<file path="src/rtl/param_bus_pkg.sv">
// Shared types for the synth-engine parameter bus: bank codes, bank-select decode and the
// initiator FSM state encoding.
package param_bus_pkg;

  typedef enum logic [2:0] {
    BankEnv = 3'd0,
    BankOsc = 3'd1,
    BankM1  = 3'd2,
    BankM2  = 3'd3,
    BankCom = 3'd4
  } bank_e;

  typedef enum logic [2:0] {
    StIdle,
    StSetup,
    StStrobe,
    StWait,
    StCapture,
    StHold,
    StResp
  } state_e;

  // Bit order of the result: {com, m2, m1, osc, env}; codes 5..7 decode to no select.
  function automatic logic [4:0] bank_to_sel(logic [2:0] bank);
    logic [4:0] sel;
    sel = '0;
    case (bank_e'(bank))
      BankEnv: sel = 5'b00001;
      BankOsc: sel = 5'b00010;
      BankM1:  sel = 5'b00100;
      BankM2:  sel = 5'b01000;
      BankCom: sel = 5'b10000;
      default: sel = 5'b00000;
    endcase
    return sel;
  endfunction

endpackage

</file>
<file path="src/rtl/param_bus_master.sv">
// Parameter-bus initiator: sequences setup/strobe/hold accesses into the synth engine banks
// and returns read bytes (one per burst beat) on a valid/ready response port.
module param_bus_master
  import param_bus_pkg::*;
#(
  parameter int unsigned READ_LAT = 1
) (
  input  logic       reg_clk,
  input  logic       reset_reg_N,
  input  logic       cmd_valid,
  output logic       cmd_ready,
  input  logic       cmd_rd,
  input  logic [2:0] cmd_bank,
  input  logic [6:0] cmd_adr,
  input  logic [7:0] cmd_data,
  input  logic [7:0] cmd_len,
  output logic       rsp_valid,
  input  logic       rsp_ready,
  output logic [7:0] rsp_data,
  output logic       rsp_last,
  output logic       rsp_err,
  output logic       write,
  output logic       read,
  output logic [6:0] adr,
  output logic [7:0] synth_data_in,
  input  logic [7:0] synth_data_out,
  output logic       env_sel,
  output logic       osc_sel,
  output logic       m1_sel,
  output logic       m2_sel,
  output logic       com_sel,
  output logic       busy
);

  // WAIT is entered only when READ_LAT > 1 and lasts READ_LAT-1 cycles.
  localparam logic [1:0] WaitInit = (READ_LAT > 1) ? 2'(READ_LAT - 2) : 2'd0;

  state_e      state_q, state_d;
  logic [2:0]  bank_q, bank_d;
  logic        rd_q, rd_d;
  logic        err_q, err_d;
  logic [7:0]  cnt_q, cnt_d;
  logic [1:0]  wait_q, wait_d;
  logic [6:0]  adr_q, adr_d;
  logic [7:0]  wdata_q, wdata_d;
  logic [7:0]  rsp_data_q, rsp_data_d;

  logic [4:0]  sel_q, sel_d;
  logic        write_q, write_d;
  logic        read_q, read_d;
  logic        rsp_valid_q, rsp_valid_d;
  logic        rsp_last_q, rsp_last_d;
  logic        rsp_err_q, rsp_err_d;
  logic        busy_q, busy_d;
  logic        cmd_ready_q, cmd_ready_d;
  logic        in_access;

  always_comb begin
    state_d    = state_q;
    bank_d     = bank_q;
    rd_d       = rd_q;
    err_d      = err_q;
    cnt_d      = cnt_q;
    wait_d     = wait_q;
    adr_d      = adr_q;
    wdata_d    = wdata_q;
    rsp_data_d = rsp_data_q;

    unique case (state_q)
      StIdle: begin
        if (cmd_valid) begin
          bank_d = cmd_bank;
          rd_d   = cmd_rd;
          adr_d  = cmd_adr;
          cnt_d  = cmd_rd ? cmd_len : 8'd0;
          if (!cmd_rd) begin
            wdata_d = cmd_data;
          end
          if (bank_to_sel(cmd_bank) == 5'b00000) begin
            // Invalid bank: answer with a single error beat, never touch the engine.
            err_d      = 1'b1;
            cnt_d      = 8'd0;
            rsp_data_d = 8'h00;
            state_d    = StResp;
          end else begin
            err_d   = 1'b0;
            state_d = StSetup;
          end
        end
      end
      StSetup: state_d = StStrobe;
      StStrobe: begin
        if (!rd_q) begin
          state_d = StHold;
        end else if (READ_LAT > 1) begin
          wait_d  = WaitInit;
          state_d = StWait;
        end else begin
          state_d = StCapture;
        end
      end
      StWait: begin
        if (wait_q == 2'd0) begin
          state_d = StCapture;
        end else begin
          wait_d = wait_q - 2'd1;
        end
      end
      StCapture: begin
        rsp_data_d = synth_data_out;
        state_d    = StResp;
      end
      StHold: state_d = StIdle;
      StResp: begin
        if (rsp_ready) begin
          if (cnt_q != 8'd0) begin
            adr_d   = adr_q + 7'd1;
            cnt_d   = cnt_q - 8'd1;
            state_d = StSetup;
          end else begin
            state_d = StIdle;
          end
        end
      end
      default: state_d = StIdle;
    endcase

    // Pin values are decoded from the next state so every output comes straight from a flop.
    in_access   = (state_d == StSetup) || (state_d == StStrobe) || (state_d == StWait) ||
                  (state_d == StCapture) || (state_d == StHold);
    sel_d       = in_access ? bank_to_sel(bank_d) : 5'b00000;
    write_d     = (state_d == StStrobe) && !rd_d;
    read_d      = (state_d == StStrobe) && rd_d;
    rsp_valid_d = (state_d == StResp);
    rsp_last_d  = (state_d == StResp) && (cnt_d == 8'd0);
    rsp_err_d   = (state_d == StResp) && err_d;
    busy_d      = (state_d != StIdle);
    cmd_ready_d = (state_d == StIdle);
  end

  always_ff @(posedge reg_clk or negedge reset_reg_N) begin
    if (!reset_reg_N) begin
      state_q     <= StIdle;
      bank_q      <= 3'd0;
      rd_q        <= 1'b0;
      err_q       <= 1'b0;
      cnt_q       <= 8'd0;
      wait_q      <= 2'd0;
      adr_q       <= 7'd0;
      wdata_q     <= 8'd0;
      rsp_data_q  <= 8'd0;
      sel_q       <= 5'b00000;
      write_q     <= 1'b0;
      read_q      <= 1'b0;
      rsp_valid_q <= 1'b0;
      rsp_last_q  <= 1'b0;
      rsp_err_q   <= 1'b0;
      busy_q      <= 1'b0;
      cmd_ready_q <= 1'b1;
    end else begin
      state_q     <= state_d;
      bank_q      <= bank_d;
      rd_q        <= rd_d;
      err_q       <= err_d;
      cnt_q       <= cnt_d;
      wait_q      <= wait_d;
      adr_q       <= adr_d;
      wdata_q     <= wdata_d;
      rsp_data_q  <= rsp_data_d;
      sel_q       <= sel_d;
      write_q     <= write_d;
      read_q      <= read_d;
      rsp_valid_q <= rsp_valid_d;
      rsp_last_q  <= rsp_last_d;
      rsp_err_q   <= rsp_err_d;
      busy_q      <= busy_d;
      cmd_ready_q <= cmd_ready_d;
    end
  end

  assign cmd_ready     = cmd_ready_q;
  assign rsp_valid     = rsp_valid_q;
  assign rsp_data      = rsp_data_q;
  assign rsp_last      = rsp_last_q;
  assign rsp_err       = rsp_err_q;
  assign write         = write_q;
  assign read          = read_q;
  assign adr           = adr_q;
  assign synth_data_in = wdata_q;
  assign env_sel       = sel_q[0];
  assign osc_sel       = sel_q[1];
  assign m1_sel        = sel_q[2];
  assign m2_sel        = sel_q[3];
  assign com_sel       = sel_q[4];
  assign busy          = busy_q;

endmodule

</file>
<file path="config.mk">
export PLATFORM = sky130hd
export DESIGN_NAME = param_bus_master
export DESIGN_NICKNAME = d
export VERILOG_FILES = /design/src/rtl/param_bus_pkg.sv /design/src/rtl/param_bus_master.sv
export SDC_FILE = /design/constraint.sdc
export NUM_CORES = 1
export LEC_CHECK = 0
export ABC_AREA = 1
export BUFFER_PORTS_ARGS = -buffer_cell sky130_fd_sc_hd__buf_2
export CORE_UTILIZATION = 40
export CTS_BUF_LIST = sky130_fd_sc_hd__clkbuf_8
export DETAILED_ROUTE_END_ITERATION = 6
export PLACE_DENSITY = 0.64
export SLEW_MARGIN = 10
export SYNTH_ARGS = -nofsm -noshare
export SYNTH_HDL_FRONTEND = slang
export SYNTH_SLANG_ARGS = --single-unit
</file>
<file path="constraint.sdc">
create_clock -name reg_clk -period 1.6 [get_ports reg_clk]
set_input_delay 0.24 -clock reg_clk [delete_from_list [all_inputs] [get_ports reg_clk]]
set_output_delay 0.24 -clock reg_clk [all_outputs]
set_load 0.03 [all_outputs]
</file>
==> flow_summary.toml, run 1 <==
[sta]
hold_violations = 0
fin_tns_setup_ns = -0.00298
fin_worst_skew_ns = 0.00638
tightestPinTransition_ns = 0.430
period_minus_slack_ns = 1.60
min_period_over_period_pct = 100
layout_setup_ws_ns = -0.00298
setup_viol = 1
relSlewSlack_pct = 71.0
grt_setup_unrepaired = "yes"
drv_slew = 0
max_freq_ghz = 0.624

[yosys]
synth-compound-area-share_pct = 6.95
ys_ff_latch = 53
muxShareOfSynthArea_pct = 0
synth_cell_type_count = 27
synth_area_leaders = "dfrtp_1, nand2_1, nand3_1"
synth_top_cell_by_area = "dfrtp_1"
syn-cell-area_mm2 = 0.00263
synth_area_per_cell_um2 = 7.78
synthFlopType = "dfrtp_1"
synth_top_cell_area_share_pct = 49.5
yosys.area_share.xor_xnor_pct = 0.999
synthAdderAreaFrac_pct = 1.43
synth-async-reset-ratio_pct = 100
yosysMostFrequentCell = "nand2_1"
synth_top_family_by_area = "simple AND/OR/NAND/NOR gates"
synth-seq-area-share_pct = 50.5
synthCells = 338
post_synth_and_or_nand_nor_area_fraction_pct = 32.9
synth_nets = 380
ys_warn_count = 0
ys_top_cells_by_count = "nand2_1, dfrtp_1, nand3_1, inv_1, nor2_1"
synth_edf_count = 0

[drt]
drc = 0
viasPerCell = 4.92
drt_iter0_drc = 91
first_pass_iters = 4
finalWirelength_mm = 6.80
ant_nets = 0
wl_per_cell_um = 12.5
via_count = 2687

[grt]
antenna_found_initial = 0
overflow = 0
grt_max_degree = 54
grt_pass1_vias = 2512
track_usage_pct = 19.9
grt_pass1_wl_mm = 11.3

[cts]
clock_latency_ns = 0.32
numClockSinks = 53
cts-root-buf = "clkbuf_8"
cts_max_path_buffers = 2
cts.clk_slew.worst_paths_ns = 0.10
cts_tree = "done"
h-tree-depth = 2
cts_buffers = 5

[critical_path]
crit_arrival_ns = 1.82
crit_type = "reg -> reg"
worstSetupStartpointType = "flip-flop"
end_kind = "flip-flop"
cp_cell_sequence = "inv_2, nand2_2, nor2_4, nand2_4, nor2_4, nand2_1, nand2_1, inv_1, nand2_1, nor2_1, nand2_1, nor2_1"
crit_path_max_fanout = 6
timing.critical_path.buf_inv = 2
cp.required_ns = 1.82
cp_common_cell = "nand2_1"
cp_top_family = "simple AND/OR/NAND/NOR gates"
slowest_stage = "dfrtp_1"
cpPeakStageDelay_ns = 0.41

[power]
p_int_mw = 4.13
ir_worst_vdd_mv = 0.999
p_switching_mw = 3.73
p_seq_share_pct = 28.6
p_per_area_mw_per_mm2 = 2060
finalPower_mw = 7.86
clkPwrFrac_pct = 10.1
switching_share_pct = 47.4
p_leak_nw = 2.08
pwr-share-comb_pct = 61.3

[placement]
place_congestion = 0.910
place_area_mm2 = 0.00338
dp_hpwl_mm = 4.80
port_buffers = 73

[job]
drv_cap = 0

[floorplanning]
die_y_um = 83.1
die-area_mm2 = 0.00690
ios = 74
die_w_um = 83.1
fp.coreArea_mm2 = 0.00635
num_rows = 29
start_util_pct = 41.4

[cells_and_area]
antennaDiodeCount = 0
num-fill-cells = 578
nets = 510
final_cell_area_mm2 = 0.00382
utilization_pct = 60.2
layout-drive-gt1-share_pct = 42.4
area.growth.synth_to_final_pct = 45.3

[worst_hold_path]
hp-class = "in -> reg"

[outcome]
violations = "negative setup slack"
status = "finished, violations left"
-- flip-flops by register name, summed over array words and instances (netlist names) --
register / flops
adr: 7
bank_q: 3
busy: 1
cmd_ready: 1
cnt_q: 8
err_q: 1
rd_q: 1
read: 1
rsp_data: 8
rsp_err: 1
rsp_last: 1
rsp_valid: 1
sel_q: 5
state_q: 3
synth_data_in: 8
wait_q: 2
write: 1
-- logic make-up after synthesis --
group,Yosys count
simple gates,198
flops,53
buf+inv,48
compound gates,33
xor+xnor,3
fa+ha+maj,3
-- cell type report --
class | count | area (um2) | area share (%)
Multi-Input combinational cell | 237 | 1310 | 34.3
Sequential cell | 53 | 1330 | 34.8
Clock inverter | 3 | 25.0 | 0.655
Tap cell | 77 | 96.3 | 2.52
Clock buffer | 5 | 68.8 | 1.80
Timing Repair Buffer | 129 | 828 | 21.7
Inverter | 42 | 160 | 4.19
-- cells in the final DEF, fill, tap and decap left out, types with 6 or more instances in the layout --
| master | count |
|---|---|
| buf_6 | 8 |
| dfrtp_1 | 50 |
| nand3_1 | 38 |
| nor2_4 | 6 |
| nor2_2 | 8 |
| nand2_1 | 86 |
| nand2_2 | 8 |
| inv_1 | 31 |
| inv_2 | 10 |
| o21ai_0 | 14 |
| buf_2 | 73 |
| buf_4 | 45 |
| nor2_1 | 26 |
| nand4_1 | 6 |
-- power groups by stage --
stage / registers, mW / clock network [mW] / logic, mW
after floorplan: 2.94 / 0 / 1.82
after global placement: 2.23 / 0 / 3.95
after detailed placement: 2.24 / 0 / 3.99
after CTS: 2.22 / 0.830 / 4.10
after global routing: 2.33 / 0.868 / 5.29
final: 2.25 / 0.791 / 4.82
-- metal layers --
metal	vias up	global-route usage (%)	wire length [um]
li1	1341	-	-
met1	1256	26.6	3130
met2	75	32.6	3230
met3	15	3.98	312
met4	0	5.96	128
met5	-	0	0
-- through the flow --
step / setup WS (ns) / instances / hold slack, ns
6_report: -0.00298 / 546 / 0.117
3_5_place_dp: -0.129 / 523 / 0.257
4_1_cts: -0.0175 / 536 / 0.106
5_1_grt: -0.178 / 546 / 0.122
2_1_floorplan: 0.0991 / 338 / -0.0556
3_3_place_gp: -0.124 / 523 / 0.259
-- worst register-to-register path, cell delays in order, from the launching register on --
cell	delay, ns
dfrtp_1	0.41
inv_2	0.11
nand2_2	0.09
nor2_4	0.20
nand2_4	0.09
nor2_4	0.18
nand2_1	0.09
nand2_1	0.06
inv_1	0.04
nand2_1	0.08
nor2_1	0.05
nand2_1	0.05
nor2_1	0.05
-- what timing repair did --
action,CTS,global route
setup buffers,4,11
resized for setup,9,61
hold buffers,1,0
pin swaps,5,27
setup endpoints to repair,10,22
endpoints found under the hold margin,52,0
-- path summary, 6_finish.rpt --
path / from / end / slack (ns) / cells after the start
worst max-delay path: state_q[0]$_DFF_PN0_ / rsp_last$_DFF_PN0_ / -0.003 / 12
worst min-delay path: cmd_data[1] / synth_data_in[1]$_DFFE_PN0P_ / 0.12 / 3
worst max register to register: state_q[0]$_DFF_PN0_ / rsp_last$_DFF_PN0_ / -0.003 / 12
worst min register to register: synth_data_in[7]$_DFFE_PN0P_ / synth_data_in[7]$_DFFE_PN0P_ / 0.48 / 2
max in group asynchronous: reset_reg_N / cmd_ready$_DFF_PN1_ / 0.87 / 3
min in group asynchronous: reset_reg_N / adr[2]$_DFFE_PN0P_ / 0.44 / 3
Note: power is estimated with default switching activity, not from simulation.
==> run 2: changes to the inputs <==
- PLACE_DENSITY: 0.64 -> 0.73
==> flow_summary.toml, run 2 (synthesis gave the netlist of run 1 again) <==
[outcome]
status = "finished, violations left"
violations = "negative setup slack"

[grt]
track_usage_pct = 19.6
grt_pass1_wl_mm = 11.1
antenna_found_initial = 0
grt_max_degree = 36
grt_pass1_vias = 2501
overflow = 0

[sta]
drv_slew = 0
layout_setup_ws_ns = -0.0749
relSlewSlack_pct = 71.7
min_period_over_period_pct = 105
setup_viol = 1
max_freq_ghz = 0.597
fin_worst_skew_ns = 0.00812
hold_violations = 0
tightestPinTransition_ns = 0.421
holdWs_ns = 0.138
period_minus_slack_ns = 1.67
fin_tns_setup_ns = -0.0749
grt_setup_unrepaired = "yes"

[drt]
first_pass_iters = 4
finalWirelength_mm = 6.90
dr_wl_met2_mm = 3.37
viasPerCell = 4.98
wl_met3_um = 290
wl_per_cell_um = 12.7
ant_nets = 0
wl_met1_mm = 3.11
via_count = 2697
highest_layer = "met4"
drc = 0
drt_iter0_drc = 164

[cells_and_area]
stdcell_count = 542
seq_area_mm2 = 0.00133
area.growth.synth_to_final_pct = 39.5
final_cell_area_mm2 = 0.00367
multi_input_area_mm2 = 0.00123
final_common_cell = "nand2_1"
final_cell_mix = "nand2_1, buf_2, dfrtp_1, buf_4, nand3_1"
layout-drive-gt1-share_pct = 38.3
num-fill-cells = 563
antennaDiodeCount = 0
nets = 506
utilization_pct = 57.8

[cts]
cts_tree = "done"
cts.clk_slew.worst_paths_ns = 0.10
cts_max_path_buffers = 2
clock_latency_ns = 0.30
cts_buffers = 5
numClockSinks = 53
cts-root-buf = "clkbuf_8"
h-tree-depth = 2

[floorplanning]
die_y_um = 83.1
ios = 74
start_util_pct = 41.4
num_rows = 29
die_w_um = 83.1
fp.coreArea_mm2 = 0.00635
die-area_mm2 = 0.00690

[placement]
place_area_mm2 = 0.00334
dpl.cell_count = 519
place_congestion = 0.858
dp_hpwl_mm = 4.85
port_buffers = 73

[worst_hold_path]
hp-start = "cmd_data[0]"
hp-class = "in -> reg"

[critical_path]
end_kind = "flip-flop"
r2r-start = "state_q[2]$_DFF_PN0_"
worstSetupStartpointType = "flip-flop"
crit_type = "reg -> reg"
crit_path_max_fanout = 6
crit_start = "state_q[2]$_DFF_PN0_"
cp.required_ns = 1.81
crit_arrival_ns = 1.88

[power]
p_leak_nw = 2.03
p_per_area_mw_per_mm2 = 2020
ir_worst_vdd_mv = 1.07

[job]
drv_cap = 0
==> run 2: changes by cell type in the layout (fill, tap and decap cells not counted), sizes merged <==
cell,delta
inv,-1
buf,-4
clkinv,+1
==> run 2: worst paths after layout <==
| kind | end | slack [ns] | depth (start not counted) |
|---|---|---|---|
| max | rsp_last$_DFF_PN0_ | -0.07 | 12 |
| min | synth_data_in[0]$_DFFE_PN0P_ | 0.14 | 3 |
| max reg2reg | rsp_last$_DFF_PN0_ | -0.07 | 12 |
| min reg2reg | synth_data_in[0]$_DFFE_PN0P_ | 0.48 | 2 |
| max in group asynchronous | cmd_ready$_DFF_PN1_ | 0.74 | 3 |
| min in group asynchronous | synth_data_in[1]$_DFFE_PN0P_ | 0.45 | 3 |
==> run 2: cell type report <==
cell class / instances / share of cell area, %
Timing Repair Buffer: 124 / 20.5
Sequential cell: 53 / 36.2
Clock inverter: 2 / 0.477
Tap cell: 77 / 2.63
Inverter: 42 / 4.30
Clock buffer: 6 / 2.25
Timing Repair inverter: 1 / 0.205
Multi-Input combinational cell: 237 / 33.5
==> run 2: repair_timing <==
item / CTS / global route
hold buffers: 1 / 0
cloned: 0 / 1
gates resized for setup: 8 / 30
pin swaps: 2 / 14
buffers inserted: 6 / 8
setup endpoints to repair: 6 / 24
endpoints found under the hold margin: 52 / 0
==> run 2: per-stage QoR <==
step                      total power, mW  setup WS [ns]
final                                7.42        -0.0749
after global routing                 7.99         -0.229
after CTS                            7.05        0.00801
after detailed placement             6.10         -0.133
after global placement               6.01         -0.103
after floorplan                      4.76         0.0991
==> run 2: power breakdown <==
group	switching, mW	total, mW	internal, mW
Clock	0.431	0.791	0.360
Sequential	0.343	2.24	1.90
Combinational	2.77	4.38	1.61
Total	3.54	7.42	3.87
==> run 2: worst max-delay path, stage by stage, from the launching register on <==
cell	delay, ns
dfrtp_2	0.46
inv_2	0.10
nand2_2	0.07
nor2_4	0.16
nand2_4	0.08
nor2_4	0.19
nand2_1	0.10
nand2_1	0.08
nor2_1	0.05
nand2_1	0.12
nor2_2	0.05
nand2_1	0.07
nor2_2	0.04
==> run 2: layer usage <==
layer / up-vias / GRT usage [%]
li1: 1332 / -
met3: 12 / 3.48
met2: 84 / 32.0
met5: - / 0
met1: 1269 / 26.9
met4: 0 / 5.64
==> run 3: changes to the inputs <==
- MAX_ROUTING_LAYER: not set -> met4
- SKIP_LAST_GASP: not set -> 1
==> flow_summary.toml, run 3 (synthesis gave the netlist of run 1 again) <==
[critical_path]
cp.required_ns = 1.84
end_kind = "flip-flop"
slowest_stage = "dfrtp_1"
worstSetupStartpointType = "flip-flop"
cpPeakStageDelay_ns = 0.41
path_depth = 12
crit_type = "reg -> reg"
crit_path_max_fanout = 4
r2r_slack_ns = -0.1
reg2reg_depth = 12
timing.critical_path.buf_inv = 2
crit_arrival_ns = 1.94
cp_cell_sequence = "buf_4, nor2_4, buf_4, nand2_1, nor2_1, nand2_1, nand2_1, nor2_1, nand2_1, nor2_2, nand2_1, nor2_2"
cp_top_family = "simple AND/OR/NAND/NOR gates"
cp_common_cell = "nand2_1"

[cts]
cts-root-buf = "clkbuf_8"
cts_max_path_buffers = 2
numClockSinks = 53
h-tree-depth = 2
clock_latency_ns = 0.30
cts_buffers = 5
cts.clk_slew.worst_paths_ns = 0.10
cts_tree = "done"

[sta]
relSlewSlack_pct = 71.7
hold_violations = 0
tightestPinTransition_ns = 0.421
layout_setup_ws_ns = -0.0970
drv_slew = 0
fin_worst_skew_ns = 0.00793
period_minus_slack_ns = 1.70
min_period_over_period_pct = 106
setup_viol = 1
grt_setup_unrepaired = "yes"
max_freq_ghz = 0.589

[cells_and_area]
seq_area_mm2 = 0.00133
num-fill-cells = 563
layout-drive-gt1-share_pct = 38.3
final_common_cell = "nand2_1"
final_cell_mix = "nand2_1, buf_2, dfrtp_1, buf_4, nand3_1"
area.growth.synth_to_final_pct = 39.5
multi_input_area_mm2 = 0.00123
stdcell_count = 542
antennaDiodeCount = 0
nets = 506

[grt]
grt_pass1_wl_mm = 11.1
grt_pass1_vias = 2501
overflow = 0
grt_max_degree = 36
antenna_found_initial = 0
track_usage_pct = 20.2

[floorplanning]
start_util_pct = 41.4
fp.coreArea_mm2 = 0.00635
die-area_mm2 = 0.00690
ios = 74
die_y_um = 83.1
num_rows = 29
die_w_um = 83.1

[outcome]
status = "finished, violations left"
violations = "negative setup slack"

[drt]
finalWirelength_mm = 6.95
wl_per_cell_um = 12.8
viasPerCell = 4.98
drt_iter0_drc = 161
ant_nets = 0
drc = 0
first_pass_iters = 4
via_count = 2697

[job]
drv_cap = 0

[worst_hold_path]
holdPathStages = 3
hp-class = "in -> reg"

[power]
ir_worst_vdd_mv = 1.07
finalPower_mw = 7.43
p_leak_nw = 2.02
p_per_area_mw_per_mm2 = 2020

[placement]
port_buffers = 73
dp_slack_ns = -0.133
place_congestion = 0.872
dpl.cell_count = 519
dp_hpwl_mm = 4.85
[run 3: cell count changes in the layout (fill, tap and decap cells not counted)]
cell	delta
o21ai_1	-1
o21ai_0	+1
[run 3: power breakdown]
part / internal (mW) / switching (mW) / leakage (nW) / total [mW]
combinational: 1.61 / 2.77 / 1.31 / 4.39
clock: 0.360 / 0.437 / 0.0518 / 0.797
sequential: 1.90 / 0.342 / 0.664 / 2.24
[run 3: through the flow]
step	hold WS, ns	cell area [um2]	util (%)	TNS, ns
after floorplan	-0.0556	2630	-	0
after global placement	0.221	3340	52.5	-0.103
after detailed placement	0.231	3340	52.5	-0.205
after CTS	0.128	3510	55.3	0
after global routing	0.131	3670	57.8	-0.736
final	0.135	3670	57.8	-0.0970
[run 3: path summary, 6_finish.rpt]
| kind | startpoint | end |
|---|---|---|
| hold / removal | cmd_data[0] | synth_data_in[0]$_DFFE_PN0P_ |
| max in group asynchronous | reset_reg_N | cmd_ready$_DFF_PN1_ |
| setup / recovery | state_q[1]$_DFF_PN0_ | rsp_last$_DFF_PN0_ |
| min in group asynchronous | reset_reg_N | synth_data_in[1]$_DFFE_PN0P_ |
| hold reg to reg | synth_data_in[0]$_DFFE_PN0P_ | synth_data_in[0]$_DFFE_PN0P_ |
| setup reg to reg | state_q[1]$_DFF_PN0_ | rsp_last$_DFF_PN0_ |
[run 3: tightest hold or removal path: stages]
cell and delay [ns]:
buf_2 0.07, nand2_1 0.04, nand2_1 0.05
[run 3: area by class of cell]
cell class	count	share of cell area [%]
clock buffer	6	2.25
clock inverter	2	0.477
inverter	42	4.30
multi-input combinational	237	33.5
sequential	53	36.2
tap	77	2.63
timing repair buffer	124	20.5
timing repair inverter	1	0.205
[run 3: timing repair]
item                                    4_1_cts  5_1_grt
pin swaps                                     2       14
cloned                                        0        1
buffers inserted                              6        8
gates resized for setup                       8       29
hold endpoints to repair                     52        0
endpoints found under the setup margin        6       24
hold buffers                                  1        0
[run 3: per-layer routing]
layer | track usage, % | part of all wire (%) | up-vias
li1 | - | - | 1331
met1 | 26.8 | 46 | 1277
met2 | 32.0 | 48 | 76
met3 | 3.48 | 4.1 | 13
met4 | 5.64 | 2.1 | 0
met5 | - | 0 | -
